==> src/rtl/rca_16b_pkg.sv <==
// Shared constants for the 16-bit ripple-carry adder.
// The optional overflow outputs are controlled by the RCA_16B_OVF_EN macro in rca_16b.
package rca_16b_pkg;

  // Default operand width. Only 16 is supported.
  localparam int unsigned RcaWidth = 16;

  // The registered result holds the carry out plus all sum bits.
  localparam int unsigned RcaSumWidth = RcaWidth + 1;

  // Value of sum_q while the block is in reset.
  localparam logic [RcaSumWidth-1:0] RcaSumRst = '0;

endpackage : rca_16b_pkg

==> src/rtl/rca_16b_fa.sv <==
// One-bit full adder. This is one stage of the rca_16b ripple chain.
module rca_16b_fa (
  input  logic a,
  input  logic b,
  input  logic ci,
  output logic s,
  output logic co
);

  // Sum bit and majority carry.
  always_comb begin
    s  = a ^ b ^ ci;
    co = (a & b) | (a & ci) | (b & ci);
  end

endmodule : rca_16b_fa

==> src/rtl/rca_16b.sv <==
// 16-bit ripple-carry adder.
// The sum and carry out are combinational. A copy of {COUT, SOUT} is registered in sum_q.
// Define RCA_16B_OVF_EN to add the signed-overflow outputs ovf and ovf_q.
module rca_16b
  import rca_16b_pkg::*;
#(
  parameter int unsigned WIDTH = RcaWidth
) (
  input  logic           clk,
  input  logic           rst,
  output logic           COUT,
  input  logic           CIN,
  output logic [WIDTH-1:0] SOUT,
  input  logic [WIDTH-1:0] A,
  input  logic [WIDTH-1:0] B,
  output logic [WIDTH:0]   sum_q
`ifdef RCA_16B_OVF_EN
  ,
  output logic           ovf,
  output logic           ovf_q
`endif
);

  // carry[i] is the carry into stage i. carry[WIDTH] is the carry out of the top stage.
  logic [WIDTH:0] carry;

  assign carry[0] = CIN;

  for (genvar i = 0; i < WIDTH; i++) begin : g_stage
    rca_16b_fa u_fa (
      .a  (A[i]),
      .b  (B[i]),
      .ci (carry[i]),
      .s  (SOUT[i]),
      .co (carry[i+1])
    );
  end

  assign COUT = carry[WIDTH];

  // Capture the full result on every edge. Reset clears it without waiting for the clock.
  always_ff @(posedge clk or posedge rst) begin
    if (rst) begin
      sum_q <= RcaSumRst;
    end else begin
      sum_q <= {COUT, SOUT};
    end
  end

`ifdef RCA_16B_OVF_EN
  // Signed overflow occurs when the carry into the sign bit differs from the carry out of it.
  assign ovf = carry[WIDTH-1] ^ carry[WIDTH];

  // Register the overflow flag in the same cycle as sum_q.
  always_ff @(posedge clk or posedge rst) begin
    if (rst) begin
      ovf_q <= 1'b0;
    end else begin
      ovf_q <= ovf;
    end
  end
`endif

endmodule : rca_16b

==> config.mk <==
export PLATFORM = sky130hd
export DESIGN_NAME = rca_16b
export DESIGN_NICKNAME = d
export VERILOG_FILES = /design/src/rtl/rca_16b_pkg.sv /design/src/rtl/rca_16b_fa.sv /design/src/rtl/rca_16b.sv
export SDC_FILE = /design/constraint.sdc
export NUM_CORES = 1
export LEC_CHECK = 0
export ABC_AREA = 0
export ABC_CLOCK_PERIOD_IN_PS = 11070
export CORE_ASPECT_RATIO = 0.9
export CORE_MARGIN = 2
export CORE_UTILIZATION = 30
export DETAILED_ROUTE_END_ITERATION = 12
export HOLD_SLACK_MARGIN = 0.05
export PLACE_DENSITY_LB_ADDON = 0.05
export SETUP_SLACK_MARGIN = 0.4
export SLEW_MARGIN = 20
export SYNTH_ARGS = -nofsm -noshare
export SYNTH_HDL_FRONTEND = slang
export SYNTH_SLANG_ARGS = --single-unit
==> constraint.sdc <==
create_clock -name clk -period 11.07 [get_ports clk]
set_clock_uncertainty 0.2 [all_clocks]
set_input_delay 2.214 -clock clk [delete_from_list [all_inputs] [get_ports clk]]
set_output_delay 2.214 -clock clk [all_outputs]
set_load 0.005 [all_outputs]
==> impl_metrics.json <==
{
  "crit_path_max_incr_delay_ns": 0.40,
  "hold_path_class": "in -> async",
  "synth_most_common_cell": "dfrtp_1",
  "peakVddDrop_v": 0.00005059,
  "met3WireLength_um": 196,
  "fmax_mhz": 95.45,
  "synth_top_family_by_area": "adder cells",
  "critical_path.startpoint": "A[0]",
  "port_buffers": 68,
  "slew_viol_final": 0,
  "ys.warnings.count": 0,
  "via_per_inst": 3.769,
  "die_h_um": 56.17,
  "gp_congestion": 0.6009,
  "synth_top_cell_area_share_pct": 46.90,
  "status": "finished clean",
  "synth.top_cells.by_area": "dfrtp_1 47%, fa_1 35%, buf_4 13%",
  "setup_viol": 0,
  "syn_area_per_cell_um2": 15.12,
  "setup.worst_path.class": "in -> out",
  "syn_area_um2": 907.1,
  "largestRegisters": "sum_q (17)",
  "synthAdderAreaFrac_pct": 35.31,
  "final_antenna_net_count": 0,
  "p_total_w": 0.0001936,
  "route.detailed.drc": 0,
  "synth_compound_area_share_pct": 0,
  "cts_sinks": 17,
  "dieArea_um2": 3480,
  "clock-root-buffer": "clkbuf_4",
  "post-cts-setup-buffer-count": 0,
  "fin_crit_sh_pct": 94.64,
  "rsz0062_at_grt": "no",
  "required_ns": 8.66,
  "drt_first_pass_iters": 2,
  "wl_met2_um": 904,
  "crit_cells": 22,
  "grt_max_degree": 18,
  "critPathMaxFanout": 2,
  "synth_nets": 111,
  "antenna_found_initial": 0,
  "regMostFlops": "sum_q",
  "wl_met1_um": 562,
  "final.min_clock_period_ns": 10.48,
  "crit_slowest_cell": "fa_1",
  "hold_viol": 0,
  "synth_cell_type_count": 4,
  "rows": 18,
  "synth-seq-area-share_pct": 46.90,
  "largest_reg_flops": 17,
  "drt-wirelength-per-cell_um": 10.84,
  "final_nets": 168,
  "yosys.area_share.simple_pct": 0,
  "grt_pass1_wl_um": 2649,
  "cp.arrival_ns": 8.06,
  "yosys.area.top_type": "dfrtp_1",
  "start_util_pct": 32.22,
  "clock_path_buffers": 2,
  "path_common_cell": "fa_2",
  "holdBufCountCts": 0,
  "synth_xor_area_share_pct": 0,
  "maxSlewHeadroom_pct": 58.84,
  "power_density_nw_per_um2": 122.3,
  "ys.flop_type": "dfrtp_1",
  "drtIter0Drc": 2,
  "top_layer": "met4",
  "grt_overflow_total": 0,
  "maxCapViolations": 0,
  "fillers": 247,
  "cts_tree": "yes",
  "numCtsBuffers": 3,
  "synthArstFlopShare_pct": 100.0,
  "post-dp-hpwl_um": 1477,
  "routed_wl_um": 1691,
  "stdcell_count": 156,
  "pin_count": 69,
  "diodes": 0,
  "fin_hold_ws_ns": 2.091,
  "grt_usage_pct": 10.71,
  "path_clk_slew_ns": 0.10,
  "area_growth_pct": 74.48,
  "p_leak_nw": 0.6510,
  "tightestPinTransition_ns": 0.6168,
  "crit_end": "SOUT[15]",
  "path_cells": "buf_6, inv_4, fa_2, inv_2, fa_2, fa_2, fa_2, fa_2, fa_2, fa_2, fa_2, fa_2, fa_2, fa_2, fa_2, fa_2, fa_2, fa_2, inv_2, fa_1, inv_1, buf_2",
  "place_inst": 152,
  "vias": 588,
  "path_buf_inv": 6,
  "htreeDepth": 1,
  "core-area_um2": 2815,
  "drive_above_1_share_pct": 24.14,
  "yosys-top-cells-count": "17 x dfrtp_1, 16 x buf_4, 16 x fa_1",
  "muxShareOfSynthArea_pct": 0,
  "endpoint_kind": "output pin",
  "setup.worst_path.start_class": "input port",
  "grt_pass1_vias": 601,
  "die_w_um": 61.96,
  "yosys_register_bits": 17,
  "final_core_util_pct": 56.22,
  "synth-edff-count": 0,
  "crit_family": "adder cells",
  "syn-instance-count": 60
}
==> repair_timing <==
item / 4_1_cts / 5_1_grt
setup endpoints to repair: 4 / 4
gates resized for setup: 40 / 0
endpoints found under the hold margin: 0 / 0
pin swaps: 16 / 13
==> power by group <==
| group | total (W) | switching, W | internal [W] |
|---|---|---|---|
| sequential | 0.0000763 | 0.00000266 | 0.0000737 |
| clock | 0.0000328 | 0.0000194 | 0.0000134 |
| combinational | 0.0000844 | 0.0000263 | 0.0000581 |
==> final cells by class <==
class | count | area [µm²] | share of cell area (%)
repair buffers | 68 | 675.6 | 42.69
flip-flops and latches | 17 | 425.4 | 26.88
multi-input cells | 16 | 357.8 | 22.61
well taps | 40 | 50.05 | 3.162
inverters | 11 | 46.29 | 2.925
clock buffers | 3 | 22.52 | 1.423
clock inverters | 1 | 5.005 | 0.3162
==> worst min path at each step <==
stage	from	end	slack, ns	depth (start not counted)
3_5_place_dp	rst	sum_q[15]$_DFF_PP0_	2.44	2
5_1_grt	B[0]	sum_q[0]$_DFF_PP0_	2.13	4
4_1_cts	B[0]	sum_q[0]$_DFF_PP0_	2.10	4
3_3_place_gp	rst	sum_q[15]$_DFF_PP0_	2.44	2
2_1_floorplan	rst	sum_q[0]$_DFF_PP0_	1.94	1
6_report	rst	sum_q[12]$_DFF_PP0_	2.09	2
==> cell families after synthesis <==
family | Yosys count
buffers and inverters | 27
adders and majority gates | 16
DFF | 17
==> metal layers <==
| layer | GRT usage [%] | vias up |
|---|---|---|
| met2 | 17.56 | 38 |
| met5 | 0 | - |
| li1 | - | 267 |
| met3 | 2.791 | 2 |
| met4 | 6.383 | 0 |
| met1 | 11.94 | 281 |
==> stage by stage <==
step	setup TNS (ns)	setup WS [ns]	cell area, µm²
2_1_floorplan	0	0.4344	917.1
3_3_place_gp	-0.9328	-0.5526	1528
3_5_place_dp	-0.9863	-0.5659	1528
4_1_cts	0	0.1811	1583
5_1_grt	0	0.4122	1583
6_report	0	0.5932	1583
==> cell usage in the layout, fill, tap and decap left out, drive strengths merged <==
master | netlist | final
clkinv | 0 | 1
inv | 11 | 11
dfrtp | 17 | 17
buf | 16 | 4
clkdlybuf4s50 | 0 | 60
clkbuf | 0 | 3
clkdlybuf4s15 | 0 | 1
fa | 16 | 16
dlygate4sd2 | 0 | 3
Power figures use the tool's default switching activity.
